==> config.mk <==
export PLATFORM = sky130hd
export DESIGN_NAME = wb_arbiter_flat
export DESIGN_NICKNAME = d
export VERILOG_FILES = /design/src/rtl/wb_arbiter_if.sv /design/src/rtl/wb_arbiter.sv /design/src/flat_wrapper.sv
export SDC_FILE = /design/constraint.sdc
export NUM_CORES = 1
export LEC_CHECK = 0
export ABC_AREA = 1
export BUFFER_PORTS_ARGS = -buffer_cell sky130_fd_sc_hd__clkbuf_2
export CAP_MARGIN = 40
export CELL_PAD_IN_SITES_DETAIL_PLACEMENT = 1
export CELL_PAD_IN_SITES_GLOBAL_PLACEMENT = 2
export CORE_MARGIN = 2
export CORE_UTILIZATION = 33
export DETAILED_ROUTE_END_ITERATION = 10
export HOLD_SLACK_MARGIN = 0.12
export PLACE_DENSITY = 0.92
export SLEW_MARGIN = 0
export SYNTH_ARGS = -nofsm -noshare
export SYNTH_HDL_FRONTEND = slang
export SYNTH_SLANG_ARGS = --single-unit
==> constraint.sdc <==
create_clock -name clk -period 6.2 [get_ports clk]
set_clock_uncertainty 0.1 [all_clocks]
set_input_delay 1.55 -clock clk [delete_from_list [all_inputs] [get_ports clk]]
set_output_delay 1.55 -clock clk [all_outputs]
set_load 0.05 [all_outputs]
==> src/rtl/wb_arbiter_if.sv <==
// Writeback bus between the ALU/load producers and the register-file arbiter.
// The slave modport is the arbiter's view; master is the producer/consumer side.
interface wb_arbiter_if;
  localparam int unsigned REG_W  = 5;
  localparam int unsigned XLEN   = 32;
  localparam int unsigned CNT_W  = 2;

  logic             alu_valid;
  logic             alu_ready;
  logic [REG_W-1:0] alu_rd;
  logic [XLEN-1:0]  alu_val;

  logic             ld_valid;
  logic             ld_ready;
  logic [REG_W-1:0] ld_rd;
  logic [XLEN-1:0]  ld_data;
  logic [2:0]       ld_funct3;
  logic [1:0]       ld_addr_lo;

  logic             w_enable;
  logic [REG_W-1:0] w_reg_name;
  logic [XLEN-1:0]  w_reg_val;
  logic [CNT_W-1:0] alu_fifo_count;

  modport slave (
    input  alu_valid, alu_rd, alu_val,
    input  ld_valid, ld_rd, ld_data, ld_funct3, ld_addr_lo,
    output alu_ready, ld_ready,
    output w_enable, w_reg_name, w_reg_val, alu_fifo_count
  );

  modport master (
    output alu_valid, alu_rd, alu_val,
    output ld_valid, ld_rd, ld_data, ld_funct3, ld_addr_lo,
    input  alu_ready, ld_ready,
    input  w_enable, w_reg_name, w_reg_val, alu_fifo_count
  );
endinterface

==> src/rtl/wb_arbiter.sv <==
// Register-file writeback arbiter: loads win, ALU results queue in a 2-entry
// FIFO, and a starvation counter forces the FIFO head through periodically.
module wb_arbiter #(
  parameter int unsigned STARVE_MAX = 4
) (
  input  logic         clk,
  input  logic         rst_n,
  wb_arbiter_if.slave  bus
);
  localparam int unsigned REG_W   = 5;
  localparam int unsigned XLEN    = 32;
  localparam int unsigned DEPTH   = 2;
  localparam int unsigned STARV_W = (STARVE_MAX < 1) ? 1 : $clog2(STARVE_MAX + 1);

  typedef struct packed {
    logic [REG_W-1:0] rd;
    logic [XLEN-1:0]  val;
  } fifo_entry_t;

  typedef enum logic [1:0] {
    WIN_NONE,
    WIN_LD,
    WIN_FIFO,
    WIN_ALU
  } win_t;

  fifo_entry_t        fifo_q [DEPTH];
  fifo_entry_t        fifo_d [DEPTH];
  logic [1:0]         count_q, count_d;
  logic [STARV_W-1:0] starve_q, starve_d;
  logic               w_en_q;
  logic [REG_W-1:0]   w_name_q;
  logic [XLEN-1:0]    w_val_q;

  logic               fifo_ne;
  logic               starved;
  logic               alu_acc;
  logic               ld_acc;
  win_t               win;
  logic [REG_W-1:0]   win_rd;
  logic [XLEN-1:0]    win_val;
  logic               deq;
  logic               enq;
  logic               do_write;

  // RV32I load extension; halfword select ignores addr_lo[0], lw ignores addr_lo.
  function automatic logic [XLEN-1:0] extend_load(input logic [2:0] funct3,
                                                   input logic [1:0] lo,
                                                   input logic [XLEN-1:0] data);
    logic [7:0]  b;
    logic [15:0] h;
    case (lo)
      2'd0:    b = data[7:0];
      2'd1:    b = data[15:8];
      2'd2:    b = data[23:16];
      default: b = data[31:24];
    endcase
    h = lo[1] ? data[31:16] : data[15:0];
    case (funct3)
      3'b000:  extend_load = {{24{b[7]}}, b};
      3'b001:  extend_load = {{16{h[15]}}, h};
      3'b010:  extend_load = data;
      3'b100:  extend_load = {24'd0, b};
      3'b101:  extend_load = {16'd0, h};
      default: extend_load = '0;
    endcase
  endfunction

  assign fifo_ne = (count_q != 2'd0);
  assign starved = fifo_ne && (starve_q == STARV_W'(STARVE_MAX));

  assign bus.alu_ready      = rst_n && (count_q != 2'(DEPTH));
  assign bus.ld_ready       = rst_n && !starved;
  assign bus.w_enable       = w_en_q;
  assign bus.w_reg_name     = w_name_q;
  assign bus.w_reg_val      = w_val_q;
  assign bus.alu_fifo_count = count_q;

  assign alu_acc = bus.alu_valid && bus.alu_ready;
  assign ld_acc  = bus.ld_valid && bus.ld_ready;

  // Winner priority: load, then FIFO head, then same-cycle ALU bypass.
  always_comb begin
    win     = WIN_NONE;
    win_rd  = '0;
    win_val = '0;
    if (ld_acc) begin
      win     = WIN_LD;
      win_rd  = bus.ld_rd;
      win_val = extend_load(bus.ld_funct3, bus.ld_addr_lo, bus.ld_data);
    end else if (fifo_ne) begin
      win     = WIN_FIFO;
      win_rd  = fifo_q[0].rd;
      win_val = fifo_q[0].val;
    end else if (alu_acc) begin
      win     = WIN_ALU;
      win_rd  = bus.alu_rd;
      win_val = bus.alu_val;
    end
  end

  assign deq      = (win == WIN_FIFO);
  assign enq      = alu_acc && (win != WIN_ALU);
  assign do_write = (win != WIN_NONE) && (win_rd != '0);

  // Shift-style FIFO: pop first, then append at the post-pop tail.
  always_comb begin
    fifo_d  = fifo_q;
    count_d = count_q;
    if (deq) begin
      fifo_d[0] = fifo_q[1];
      count_d   = count_q - 2'd1;
    end
    if (enq) begin
      fifo_d[count_d[0]] = '{rd: bus.alu_rd, val: bus.alu_val};
      count_d            = count_d + 2'd1;
    end
  end

  always_comb begin
    starve_d = starve_q;
    if (!fifo_ne) begin
      starve_d = '0;
    end else if (win == WIN_LD) begin
      starve_d = starve_q + STARV_W'(1);
    end else if (win != WIN_NONE) begin
      starve_d = '0;
    end
  end

  always_ff @(posedge clk) begin
    if (!rst_n) begin
      count_q  <= '0;
      starve_q <= '0;
      w_en_q   <= 1'b0;
      w_name_q <= '0;
      w_val_q  <= '0;
    end else begin
      count_q  <= count_d;
      starve_q <= starve_d;
      w_en_q   <= do_write;
      if (do_write) begin
        w_name_q <= win_rd;
        w_val_q  <= win_val;
      end
    end
  end

  // Payload storage needs no reset; occupancy is tracked by count_q alone.
  always_ff @(posedge clk) begin
    fifo_q <= fifo_d;
  end
endmodule

==> src/flat_wrapper.sv <==
// flat-port wrapper written by rule: the top's interface ports become plain ports
module wb_arbiter_flat 
#(
  parameter int unsigned STARVE_MAX = 4
)
  (clk, rst_n, bus_alu_valid, bus_alu_rd, bus_alu_val, bus_ld_valid, bus_ld_rd, bus_ld_data, bus_ld_funct3, bus_ld_addr_lo, bus_alu_ready, bus_ld_ready, bus_w_enable, bus_w_reg_name, bus_w_reg_val, bus_alu_fifo_count);
  wb_arbiter_if bus_i ();
  input  logic clk;
  input  logic rst_n;
  input wire logic [$bits(bus_i.alu_valid)-1:0] bus_alu_valid;
  input wire logic [$bits(bus_i.alu_rd)-1:0] bus_alu_rd;
  input wire logic [$bits(bus_i.alu_val)-1:0] bus_alu_val;
  input wire logic [$bits(bus_i.ld_valid)-1:0] bus_ld_valid;
  input wire logic [$bits(bus_i.ld_rd)-1:0] bus_ld_rd;
  input wire logic [$bits(bus_i.ld_data)-1:0] bus_ld_data;
  input wire logic [$bits(bus_i.ld_funct3)-1:0] bus_ld_funct3;
  input wire logic [$bits(bus_i.ld_addr_lo)-1:0] bus_ld_addr_lo;
  output wire logic [$bits(bus_i.alu_ready)-1:0] bus_alu_ready;
  output wire logic [$bits(bus_i.ld_ready)-1:0] bus_ld_ready;
  output wire logic [$bits(bus_i.w_enable)-1:0] bus_w_enable;
  output wire logic [$bits(bus_i.w_reg_name)-1:0] bus_w_reg_name;
  output wire logic [$bits(bus_i.w_reg_val)-1:0] bus_w_reg_val;
  output wire logic [$bits(bus_i.alu_fifo_count)-1:0] bus_alu_fifo_count;
  assign bus_i.alu_valid = bus_alu_valid;
  assign bus_i.alu_rd = bus_alu_rd;
  assign bus_i.alu_val = bus_alu_val;
  assign bus_i.ld_valid = bus_ld_valid;
  assign bus_i.ld_rd = bus_ld_rd;
  assign bus_i.ld_data = bus_ld_data;
  assign bus_i.ld_funct3 = bus_ld_funct3;
  assign bus_i.ld_addr_lo = bus_ld_addr_lo;
  assign bus_alu_ready = bus_i.alu_ready;
  assign bus_ld_ready = bus_i.ld_ready;
  assign bus_w_enable = bus_i.w_enable;
  assign bus_w_reg_name = bus_i.w_reg_name;
  assign bus_w_reg_val = bus_i.w_reg_val;
  assign bus_alu_fifo_count = bus_i.alu_fifo_count;
  wb_arbiter #(.STARVE_MAX(STARVE_MAX)) u_core (.clk(clk), .rst_n(rst_n), .bus(bus_i));
endmodule
==> results summary, run 1 <==
The flow ran to the end, and the final reports show no timing, DRC or antenna violations. The maximum number of pins on one net before global-route repair is 72. The clock group share of total power is 0.261. The required time of the critical path is 4550 ps.

The fraction of power spent switching nets is 0.436. The arrival time at the worst endpoint came out at between 2000 and 2500 ps. The number of global-route vias before repair came to 6,045. The routability congestion estimate is 0.900.

The sequential fraction of design power came out at 0.309. The number of setup buffers added after CTS is 0. The count of standard-cell rows came out at 49.

The post-synthesis sequential area ratio is 0.450. In this run the cell area of the synthesized design comes to 6030 um2. The initial antenna violation count is 0. The global-route wire length before repair came out at 33,200 um. The initial core utilization is 0.336. When the netlist entered floorplanning its net count stood at 923.

The slowest stage of the critical path is the sky130_fd_sc_hd__clkbuf_2 cell. The highest clock rate is 0.247 GHz. The number of pins exceeding their max-slew limit in the final report came to 0.

TritonCTS built the clock tree. The number of CTS-inserted buffers is 17. The global-route congestion overflow total came out at 0. The wire length reported by the detailed router came out at 20,600 um. The critical path is of the input port to output pin type.

The via count normalized by instance count is roughly 5.2. Of the cells placed in the final design, the portion with a size suffix greater than 1 is 0.189. In this run the horizontal extent of the chip is roughly 140 um. At the pin with the least slew margin, the transition time is roughly 790 ps. The HPWL after detailed placement came out at between 10,000 and 15,000 um. In this run the worst hold path is classified as register to register. The post-route clock period utilization is 0.652. The clock root buffer is sky130_fd_sc_hd__clkbuf_16. The worst path setup slack after routing came out at 2150 ps. The leakage power figure came out at around 3.4 nW. In this run the deepest clock path goes through 2 buffers.

The average wire per cell in the routed design is 17.5 um. The number of warnings reported in the yosys synthesis log is 0. The count of final hold-check violations came out at 0. After layout, the minimum clock period comes to around 4000 ps. The count of antenna-violating nets left after detailed routing is 0.

The clock-pin transition on the worst setup and hold timing paths came out at 50 ps. The number of cells produced by synthesis is between 800 and 900. The die height is 139 um. The power dissipated by switching net loads came out at roughly 0.0017 W. The tightest hold margin came out at 383 ps. The number of instances resized during post-cts repair is 0. The die area came out at 19,400 um2. The largest vdd supply drop came out at 333 uV. The largest fanout on the critical path came out at 5. Max-cap violations in this run came to 0.

The largest single stage delay on the critical path is about 320 ps. After synthesis, the mean cell area works out to roughly 7.2 um2. The core outline area is between 15,000 and 20,000 um2. The count of cell types in the netlist is 30.

The number of remaining DRC errors came out at 0. The total track usage came out at 0.216. For this block, the initial DRC count from the detailed router was between 400 and 500.

The number of antenna diodes is 0. The level count of the clock H-tree came out at 4. The post-placement setup slack came out at 2030 ps.

The number of failing setup endpoints in the final timing report is 0. At the later pin of the worst-skew pair, clock insertion delay measures 420 ps. The total number of clock tree sinks is 117.

The internal cell power is approximately 0.0022 W. Of the total power, combinational logic draws 0.431. For this design the top-level I/O count stands at 125. The count of TritonRoute iterations in the first routing pass came out at 5. The worst pin sits at a relative slew slack of 0.476. The post-cts hold buffer count came out at 0.

Across all layers, the routed design uses 6,152 vias. The startpoint type of the worst setup path is an input port. The sum of negative setup slack came out at 0 ps. The count of port buffers added during placement came out at 124. Relative to the synthesized area, the layout overhead comes to 23.6%. The flip-flop and latch count after synthesis came out at between 100 and 150. Walking the worst path, the cells encountered are clkbuf_2 -> inv_1 -> a31oi_1 -> clkbuf_2. The worst setup path is captured at an output pin. The final net count is 1,027.

Setup repair after global routing left no endpoint under its margin. Power spread over the standard cell area amounts to roughly 530 nW/um2. In this design, the critical path's most frequently occurring cell is sky130_fd_sc_hd__clkbuf_2.
[through the flow]
step           std cells  cell area (um2)  total power (W)   util
3_5_place_dp        1149             6830          0.00295  0.380
5_1_grt             1181             7460          0.00424  0.415
3_3_place_gp        1145             6750          0.00286  0.376
2_1_floorplan        835             6030          0.00247      -
6_report            1181             7460          0.00398  0.415
4_1_cts             1181             7460          0.00401  0.415
[synth_stat cells]
| library cell | count | area, um2 |
|---|---|---|
| sky130_fd_sc_hd__buf_2 | 16 | 80.1 |
| sky130_fd_sc_hd__nand3_1 | 72 | 360 |
| sky130_fd_sc_hd__ha_1 | 5 | 62.6 |
| sky130_fd_sc_hd__o21ai_0 | 27 | 135 |
| sky130_fd_sc_hd__xnor2_1 | 1 | 8.76 |
| sky130_fd_sc_hd__nand2_2 | 1 | 6.26 |
| sky130_fd_sc_hd__inv_2 | 3 | 11.3 |
| sky130_fd_sc_hd__a21oi_1 | 8 | 40.0 |
| sky130_fd_sc_hd__o22ai_1 | 1 | 6.26 |
| sky130_fd_sc_hd__o21ai_1 | 2 | 10.0 |
| sky130_fd_sc_hd__nand4_1 | 9 | 56.3 |
| sky130_fd_sc_hd__nand3_2 | 2 | 20.0 |
| sky130_fd_sc_hd__a21boi_0 | 2 | 15.0 |
| sky130_fd_sc_hd__o21a_1 | 1 | 7.51 |
| sky130_fd_sc_hd__or2_2 | 1 | 6.26 |
| sky130_fd_sc_hd__buf_6 | 6 | 67.6 |
| sky130_fd_sc_hd__a31oi_1 | 38 | 238 |
| sky130_fd_sc_hd__clkbuf_1 | 25 | 93.8 |
| sky130_fd_sc_hd__nor2_1 | 128 | 480 |
| sky130_fd_sc_hd__a32oi_1 | 32 | 280 |
| sky130_fd_sc_hd__nor2_4 | 4 | 45.0 |
| sky130_fd_sc_hd__inv_1 | 64 | 240 |
| sky130_fd_sc_hd__nand2_1 | 257 | 965 |
| sky130_fd_sc_hd__buf_4 | 3 | 22.5 |
| sky130_fd_sc_hd__inv_4 | 1 | 6.26 |
| sky130_fd_sc_hd__o211ai_1 | 5 | 37.5 |
| sky130_fd_sc_hd__dfxtp_1 | 80 | 1600 |
| sky130_fd_sc_hd__buf_1 | 3 | 11.3 |
| sky130_fd_sc_hd__edfxtp_1 | 37 | 1110 |
| sky130_fd_sc_hd__or2_0 | 1 | 6.26 |
[worst paths after layout]
| kind | slack (ps) | cells past startpoint | start | to |
|---|---|---|---|---|
| worst min-delay path | 380 | 2 | u_core.fifo_q[71]$_DFF_P_ | u_core.fifo_q[71]$_DFF_P_ |
| worst max register to register | 2620 | 11 | u_core.bus.alu_fifo_count[0]$_SDFF_PN0_ | u_core.bus.w_reg_val[9]$_SDFFE_PN0P_ |
| worst min register to register | 380 | 2 | u_core.fifo_q[71]$_DFF_P_ | u_core.fifo_q[71]$_DFF_P_ |
| worst max-delay path | 2150 | 4 | rst_n | bus_ld_ready |
[cell type report]
type,instances,area [um2]
sequential,117,2710
multi-input combinational,597,2790
clock inverter,7,118
tap,229,287
timing repair buffer,138,782
fill,2260,10500
inverter,68,258
clock buffer,25,505
[layout by cell type (no fill, tap or decap), drive strengths merged]
cell type / instances
dfxtp: 80
inv: 68
a32oi: 32
clkinvlp: 2
nand2: 258
or2: 2
o21ai: 29
a21boi: 2
bufinv: 3
ha: 5
nor2: 132
edfxtp: 37
buf: 14
a31oi: 38
nand3: 74
xnor2: 1
a21oi: 8
o22ai: 1
o211ai: 5
clkbuf: 149
nand4: 9
o21a: 1
clkinv: 2
[metal layers]
layer | routed length [um] | track usage
met1 | 9860 | 0.309
met3 | 1120 | 0.0518
met5 | 0 | 0
met2 | 9310 | 0.326
met4 | 356 | 0.0611
[cell families after synthesis]
kind of cell,after synthesis,share of synthesized area
DFF,117,0.450
AOI/OAI and AO/OA,116,0.128
xor gates and xnor gates,1,0.00145
adders and majority gates,5,0.0104
and+or+nand+nor,475,0.323
buffers and inverters,121,0.0884
[power by group through the flow]
stage	Clock (W)	Combinational (W)	Sequential, W
6_report	0.00104	0.00172	0.00123
5_1_grt	0.00109	0.00190	0.00125
4_1_cts	0.00105	0.00173	0.00123
3_5_place_dp	0	0.00172	0.00124
3_3_place_gp	0	0.00162	0.00124
2_1_floorplan	0	0.000907	0.00156
[worst max-delay path, delay by kind of cell]
kind / cells / cell delay [ps]
AOI/OAI and AO/OA: 1 / 240
buffers and inverters: 3 / 600
Power figures use the tool's default switching activity.
==> run 2: changes to the inputs <==
Settings changed: ABC_AREA 1 to 0, CORE_UTILIZATION 33 to 31, PLACE_DENSITY 0.92 to 0.84.
Clock period 6.2 ns to 3.7 ns, I/O delays scaled along.
==> run 2 against run 1 <==
Effect of this change:
- combinational power increased by 47%
- total power grew 52%
- via count shrank 17%
- register-to-register slack got worse by 1900 ps
==> results summary, run 2 <==
The overall power came out at 0.00607 W. For this run, the top clock speed supported by timing is about 0.32 GHz. The count of port buffers added during placement came out at 124. CTS saw 117 sinks. The die is 139 um wide. The initial antenna violation count is 0. Counting flops with an async set or reset pin after synthesis yields a share of 0.

The largest fanout on the critical path is 12. By count the netlist is led by 80 x sky130_fd_sc_hd__dfxtp_1, 63 x sky130_fd_sc_hd__a21oi_1, 52 x sky130_fd_sc_hd__nor2_1, 42 x sky130_fd_sc_hd__mux2i_1, 37 x sky130_fd_sc_hd__edfxtp_1. The biggest area contributor in the post-synthesis netlist is sky130_fd_sc_hd__dfxtp_1. The worst setup path is launched from a register.

The count of final hold-check violations is 0. The number of warnings reported in the yosys synthesis log is 0. Sorting the synthesized cells by area gives the leading types as sky130_fd_sc_hd__dfxtp_1 28%, sky130_fd_sc_hd__edfxtp_1 20%, sky130_fd_sc_hd__mux2i_1 7.4%. The number of placed I/O pins came out at 125. The number of cells produced by synthesis came out at about 550. The post-cts hold buffer count came out at 0.

The tightest hold margin came out at 349 ps. No sink is reached through more buffers than the 2 on the longest clock path. Summing every instance area after synthesis gives 5680 um2. The clock-pin transition on the worst setup and hold timing paths is 50 ps. The number of failing setup endpoints in the final timing report came out at 0. Max-cap violations in this run came to 0. The number of antenna diodes came out at 0. The time the final worst path needs with I/O delays and setup is 3140 ps. The largest vdd supply drop is a little over 400 uV. The critical path's top delay family is adder cells. The die area came out at around 19,000 um2. The flip-flop and latch count after synthesis is between 100 and 150.

The class of the tightest hold or removal check is register to register. The post-synthesis to final-layout area growth is 24.9%. The number of global-route vias before repair came out at roughly 5,200. The leakage power figure is 2.89 nW. The wire length reported by the detailed router is 19,400 um. The count of standard-cell rows came out at between 40 and 50.

The critical path buffer and inverter count came out at 2. The core outline area came out at 18,000 um2. Of the synthesized area, sequential elements account for 0.477. The detail route stage leaves a number of antenna-violating nets equal to 0. The count of cell types in the netlist came out at 53. Setup repair after global routing left no endpoint under its margin. Leaving out fill and tap cells, the most frequent cell in the layout is sky130_fd_sc_hd__clkbuf_2.

The top-area cell type share of the netlist area is 0.282. The average wire per cell in the routed design came out at 21.5 um. The H-tree generated during clock tree synthesis spans 4 levels. Walking the worst path, the cells encountered are inv_1 -> ha_1 -> and3b_1 -> nor2_1 -> clkbuf_2. The required time of the critical path came out at 2670 ps. The number of CTS-inserted buffers is 17. The global-route wire length before repair came out at 30,100 um. In the routed design, unresolved DRC markers number 0. The clock latency on the worst-skew pair came out at 410 ps. The number of flops mapped to enable cells by yosys is 37.

The die height came out at 139 um. The first routing iteration left 337 violations. Of the cells placed in the final design, the portion with a size suffix greater than 1 is 0.287.

In this run, placement finished with an instance count of 869. Measured against its own limit, the worst slew margin works out to 0.369. Leaving out fill and tap cells, the most frequent cells in the layout are 124 x sky130_fd_sc_hd__clkbuf_2, 80 x sky130_fd_sc_hd__dfxtp_1, 62 x sky130_fd_sc_hd__a21oi_1, 51 x sky130_fd_sc_hd__nor2_1, 42 x sky130_fd_sc_hd__mux2i_1.

The sum of negative setup slack is 0 ps. The maximum number of pins on one net before global-route repair came out at 39. The total overflow left after global routing is 0. The via count normalized by instance count is 5.68. The synthesized net count came out at 640. On the critical path, the stage with the largest delay is an instance of sky130_fd_sc_hd__ha_1.

The average size of a mapped cell is 10.3 um2. The HPWL after detailed placement is 14,100 um. The congestion estimate from routability-driven global placement came to 0.884. The overall via count from detail_route came out at 5,119.

The clock tree from TritonCTS is built. The arrival time at the worst endpoint is 2110 ps. The total track usage came out at 0.199. The run finished with clean final reports. The path type of the worst setup path is register to output pin. Among all flip-flop cells after synthesis, the most frequent one is sky130_fd_sc_hd__dfxtp_1.

The buffers inserted during post-CTS setup optimization came out at 0. In the post-synthesis netlist, the cell with the most instances is sky130_fd_sc_hd__dfxtp_1. The delay of the slowest cell on the worst path came out at 500 ps.

The count of TritonRoute iterations in the first routing pass is 5. The number of pins exceeding their max-slew limit in the final report is 0. The initial core utilization came out at 0.316. For this run, the post-layout net count is about 750. The clock root buffer is sky130_fd_sc_hd__clkbuf_16. The filler-free cell count of the finished design came out at 901. In this run the power density over the cells is 855 nW/um2. In the finished design, the share of the clock period the worst path needs comes to 0.847. At the pin with the least slew margin, the transition time is 944 ps. The number of instances resized during post-cts repair came out at 0. The worst setup path is captured at an output pin.
run 2: logic make-up (layout without fill, tap and decap cells):
kind of cell / after synthesis / count (layout) / share of synthesized area
compound gates: 223 / 223 / 0.288
fa+ha+maj: 5 / 5 / 0.0110
buf+inv: 64 / 184 / 0.0476
flops: 117 / 117 / 0.477
mux: 50 / 50 / 0.0918
simple gates: 91 / 91 / 0.0815
xor+xnor: 2 / 2 / 0.00308
run 2: routing by layer:
| layer | vias to the layer above | global-route usage | share of wire |
|---|---|---|---|
| li1 | 2382 | - | - |
| met1 | 2538 | 0.259 | 0.44 |
| met2 | 176 | 0.331 | 0.49 |
| met3 | 23 | 0.0440 | 0.053 |
| met4 | 0 | 0.0601 | 0.017 |
| met5 | - | 0 | 0 |
run 2: cell type report:
type | count | area (um2)
clock buffer | 25 | 526
clock inverter | 7 | 43.8
fill | 2031 | 10900
inverter | 9 | 33.8
multi-input combinational | 371 | 2730
sequential | 117 | 2710
tap | 229 | 287
timing repair buffer | 143 | 771
run 2: worst paths after layout:
kind | slack (ps) | endpoint | cells past startpoint | from
setup / recovery | 560 | bus_ld_ready | 5 | u_core.bus.alu_fifo_count[0]$_SDFF_PN0_
hold / removal | 350 | u_core.starve_q[0]$_SDFFE_PN0P_ | 1 | u_core.starve_q[0]$_SDFFE_PN0P_
setup reg to reg | 760 | u_core.bus.w_reg_val[12]$_SDFFE_PN0P_ | 8 | u_core.bus.alu_fifo_count[0]$_SDFF_PN0_
hold reg to reg | 350 | u_core.starve_q[0]$_SDFFE_PN0P_ | 1 | u_core.starve_q[0]$_SDFFE_PN0P_
run 2: where the power goes:
group	internal [W]	switching, W
clock	0.000976	0.000573
combinational	0.000910	0.00162
sequential	0.00175	0.000246
total	0.00364	0.00244
run 2: per-stage QoR:
| step | utilization | worst slack, ps | cell area, um2 |
|---|---|---|---|
| after global placement | 0.363 | 819 | 6510 |
| after global routing | 0.395 | 425 | 7100 |
| after floorplan | - | 198 | 5680 |
| after detailed placement | 0.363 | 701 | 6530 |
| final | 0.395 | 564 | 7100 |
| after CTS | 0.395 | 569 | 7100 |
==> run 3: changes to the inputs <==
Clock period 3.7 ns to 2.7 ns, I/O delays scaled along.
==> run 3 against run 2 <==
Effect of this change:
- non-clock buffer count rose by 8
- register-to-register slack got worse by 590 ps
- critical path depth rose by 4
- combinational power rose by 44%
- first-iteration DRC count rose by 12%
- clock-buffer cell count fell by 4
- sequential power rose by 36%
- setup slack got worse by 390 ps
- highest routed layer unchanged
==> results summary, run 3 (synthesis results as in run 2) <==
The time the final worst path needs with I/O delays and setup is 2530 ps. The post-route clock period utilization came out at 0.936. Of the total power, combinational logic draws 0.415. The final design instance area without fill is ~7300 um2.

The number of global-route vias before repair is 5,227. The terminus of the critical flop-to-flop path is u_core.bus.w_reg_val[1]$_SDFFE_PN0P_. The power dissipated by switching net loads is 0.00341 W. The highest clock rate came out at 0.396 GHz.

The die width came out at 139 um. The max-cap check violation count is 0. The number of pins exceeding their max-slew limit in the final report came out at 0. STA classifies the critical path startpoint as a register. The count of port buffers added during placement is 124. The critical path is of the register to register type.

For this configuration, the core starts out at a cell density of 0.316. The die area is 19,400 um2. The number of antenna diodes is 0. The number of failing setup endpoints in the final timing report is 0.

For the worst flop-to-flop path, the logic depth is 9. The critical path endpoint category is a register. The die height is 139 um. The initial antenna violation count is 0. The number of placed instances, taps included, is slightly below 900. The via count normalized by instance count came out at 5.65. In this run the static leakage power is between 2 and 3 nW. The finished layout holds around 900 standard cells, fillers aside. The largest fanout on the critical path is 32.

The final core utilization came out at 0.408. The post-detailed-placement cell area came out at roughly 6700 um2. The initial detailed-routing violation count came out at 376. Buffers inserted to repair hold after CTS numbered 0. The number of instances resized during post-cts repair is 0. Dividing the detail-routed wire length by the instance count gives 21.2 um. Leaving out fill and tap cells, the most frequent cells in the layout are 124 x sky130_fd_sc_hd__clkbuf_2, 78 x sky130_fd_sc_hd__dfxtp_1, 62 x sky130_fd_sc_hd__a21oi_1, 51 x sky130_fd_sc_hd__nor2_1, 42 x sky130_fd_sc_hd__mux2i_1. The maximum number of buffers from clock root to sink came out at 2.

Summing over every cut layer, the via total after detailed routing is 5,139. The core outline area is approximately 18,000 um2. The number of fill cells is 2,015. The sequential fraction of design power came out at 0.311. Internal power comes to 0.00535 W.

125 I/O pins were placed. Before CTS, the worst setup slack after placement is -6.86 ps. At the worst endpoint, the required time is 2910 ps. The clock-pin transition on the worst setup and hold timing paths is approximately 60 ps.

The worst setup path startpoint is u_core.bus.alu_fifo_count[0]$_SDFF_PN0_. The minimum setup slack among reg-to-reg paths came out at 170 ps. The run finished with clean final reports.

Clock tree synthesis selected as its root buffer the cell sky130_fd_sc_hd__clkbuf_16. The number of remaining DRC errors is 0. The count of final hold-check violations came out at 0. The fraction of layout instances using a drive strength above 1 came out at 0.301.

Once routing completed, OpenROAD measured the worst setup slack at around 170 ps. The fraction of power spent switching nets came out at 0.389. The count of standard-cell rows came out at 49. The maximum number of pins on one net before global-route repair is 75. The startpoint of the most critical register-to-register path is u_core.bus.alu_fifo_count[0]$_SDFF_PN0_. Following the worst setup path forward leads to its endpoint at u_core.bus.w_reg_val[1]$_SDFFE_PN0P_. The first global-routing pass estimated a little under 30,000 um of wire.

The H-tree was split into 4 levels. The HPWL after detailed placement came out at 14,000 um. The count of antenna-violating nets left after detailed routing came out at 0. Setup repair after global routing left no endpoint under its margin. The congestion estimate from routability-driven global placement came to 0.903. The final net count came out at 755.

The clock tree from TritonCTS is built. Of the total power, the clock network draws 0.274. The library cell used most frequently in the layout, excluding fill and tap cells, is sky130_fd_sc_hd__clkbuf_2.

The worst slew slack as a fraction of its limit is 0.647. The clock latency on the worst-skew pair came out at about 420 ps. The power density over the cells came out at 1200 nW/um2.

The number of CTS-inserted buffers is 17. The clock net in this run drives a total of 117 sinks. The measured slew at the worst slew-check pin is 529 ps. The sum of negative setup slack came out at 0 ps. The largest vdd supply drop is 563 uV. Global routing finished with a remaining overflow of 0.

The worst hold path belongs to the class register to register. The arrival time at the worst endpoint is 2740 ps. The count of TritonRoute iterations in the first routing pass is 5. The area growth from synthesis to layout is 28.8%. The total track usage is 0.196. The wire length reported by the detailed router came out at slightly below 20,000 um.

The buffers inserted during post-CTS setup optimization is 0.
==> run 3: changes by cell type in the layout (fill, tap and decap cells not counted), moves of 2 or more <==
cell,change
sky130_fd_sc_hd__clkbuf_8,-4
sky130_fd_sc_hd__buf_4,+2
sky130_fd_sc_hd__dfxtp_2,+2
sky130_fd_sc_hd__bufinv_16,+3
sky130_fd_sc_hd__buf_12,+7
sky130_fd_sc_hd__dfxtp_1,-2
==> run 3: worst min-delay path by stage <==
stage / from / endpoint / slack [ps] / cells after the start
after detailed placement: u_core.starve_q[0]$_SDFFE_PN0P_ / u_core.starve_q[0]$_SDFFE_PN0P_ / 360 / 1
after global routing: bus_alu_val[2] / register / 360 / 1
after global placement: u_core.starve_q[0]$_SDFFE_PN0P_ / u_core.starve_q[0]$_SDFFE_PN0P_ / 330 / 1
final: u_core.starve_q[0]$_SDFFE_PN0P_ / u_core.starve_q[0]$_SDFFE_PN0P_ / 360 / 1
after CTS: bus_alu_val[16] / register / 350 / 1
after floorplan: u_core.starve_q[0]$_SDFFE_PN0P_ / u_core.starve_q[0]$_SDFFE_PN0P_ / 320 / 1
==> run 3: layer usage <==
metal | vias up | global-route usage | routed length, um
li1 | 2401 | - | -
met1 | 2574 | 0.255 | 8430
met2 | 142 | 0.324 | 9410
met3 | 22 | 0.0465 | 1140
met4 | 0 | 0.0606 | 269
met5 | - | 0 | 0
==> run 3: cell type report <==
cell class | count | area (um2) | area share
Sequential cell | 117 | 2720 | 0.371
Tap cell | 229 | 287 | 0.0391
Clock buffer | 21 | 492 | 0.0672
Clock inverter | 11 | 145 | 0.0198
Inverter | 9 | 33.8 | 0.00461
Timing Repair Buffer | 151 | 911 | 0.124
Multi-Input combinational cell | 371 | 2740 | 0.374
==> run 3: power groups by stage <==
| stage | sequential, W | clock [W] | combinational [W] |
|---|---|---|---|
| 2_1_floorplan | 0.00327 | 0 | 0.00203 |
| 5_1_grt | 0.00279 | 0.00252 | 0.00392 |
| 3_3_place_gp | 0.00272 | 0 | 0.00351 |
| 3_5_place_dp | 0.00275 | 0 | 0.00363 |
| 6_report | 0.00273 | 0.00240 | 0.00364 |
| 4_1_cts | 0.00273 | 0.00244 | 0.00366 |
==> run 3: stage by stage <==
step | power, W | hold slack (ps)
finish | 0.00876 | 363
detailed placement | 0.00638 | 359
global placement | 0.00623 | 328
global route | 0.00922 | 356
CTS | 0.00882 | 348
floorplan | 0.00529 | 317
==> run 3: worst max-delay path: stages, from the launching register on <==
cell and delay (ps):
sky130_fd_sc_hd__dfxtp_2 360, sky130_fd_sc_hd__inv_1 60, sky130_fd_sc_hd__buf_4 150, sky130_fd_sc_hd__ha_1 270
sky130_fd_sc_hd__nand3b_1 200, sky130_fd_sc_hd__a211oi_1 350, sky130_fd_sc_hd__o32a_1 340, sky130_fd_sc_hd__buf_12 240
sky130_fd_sc_hd__o221ai_1 180, sky130_fd_sc_hd__o211a_1 170
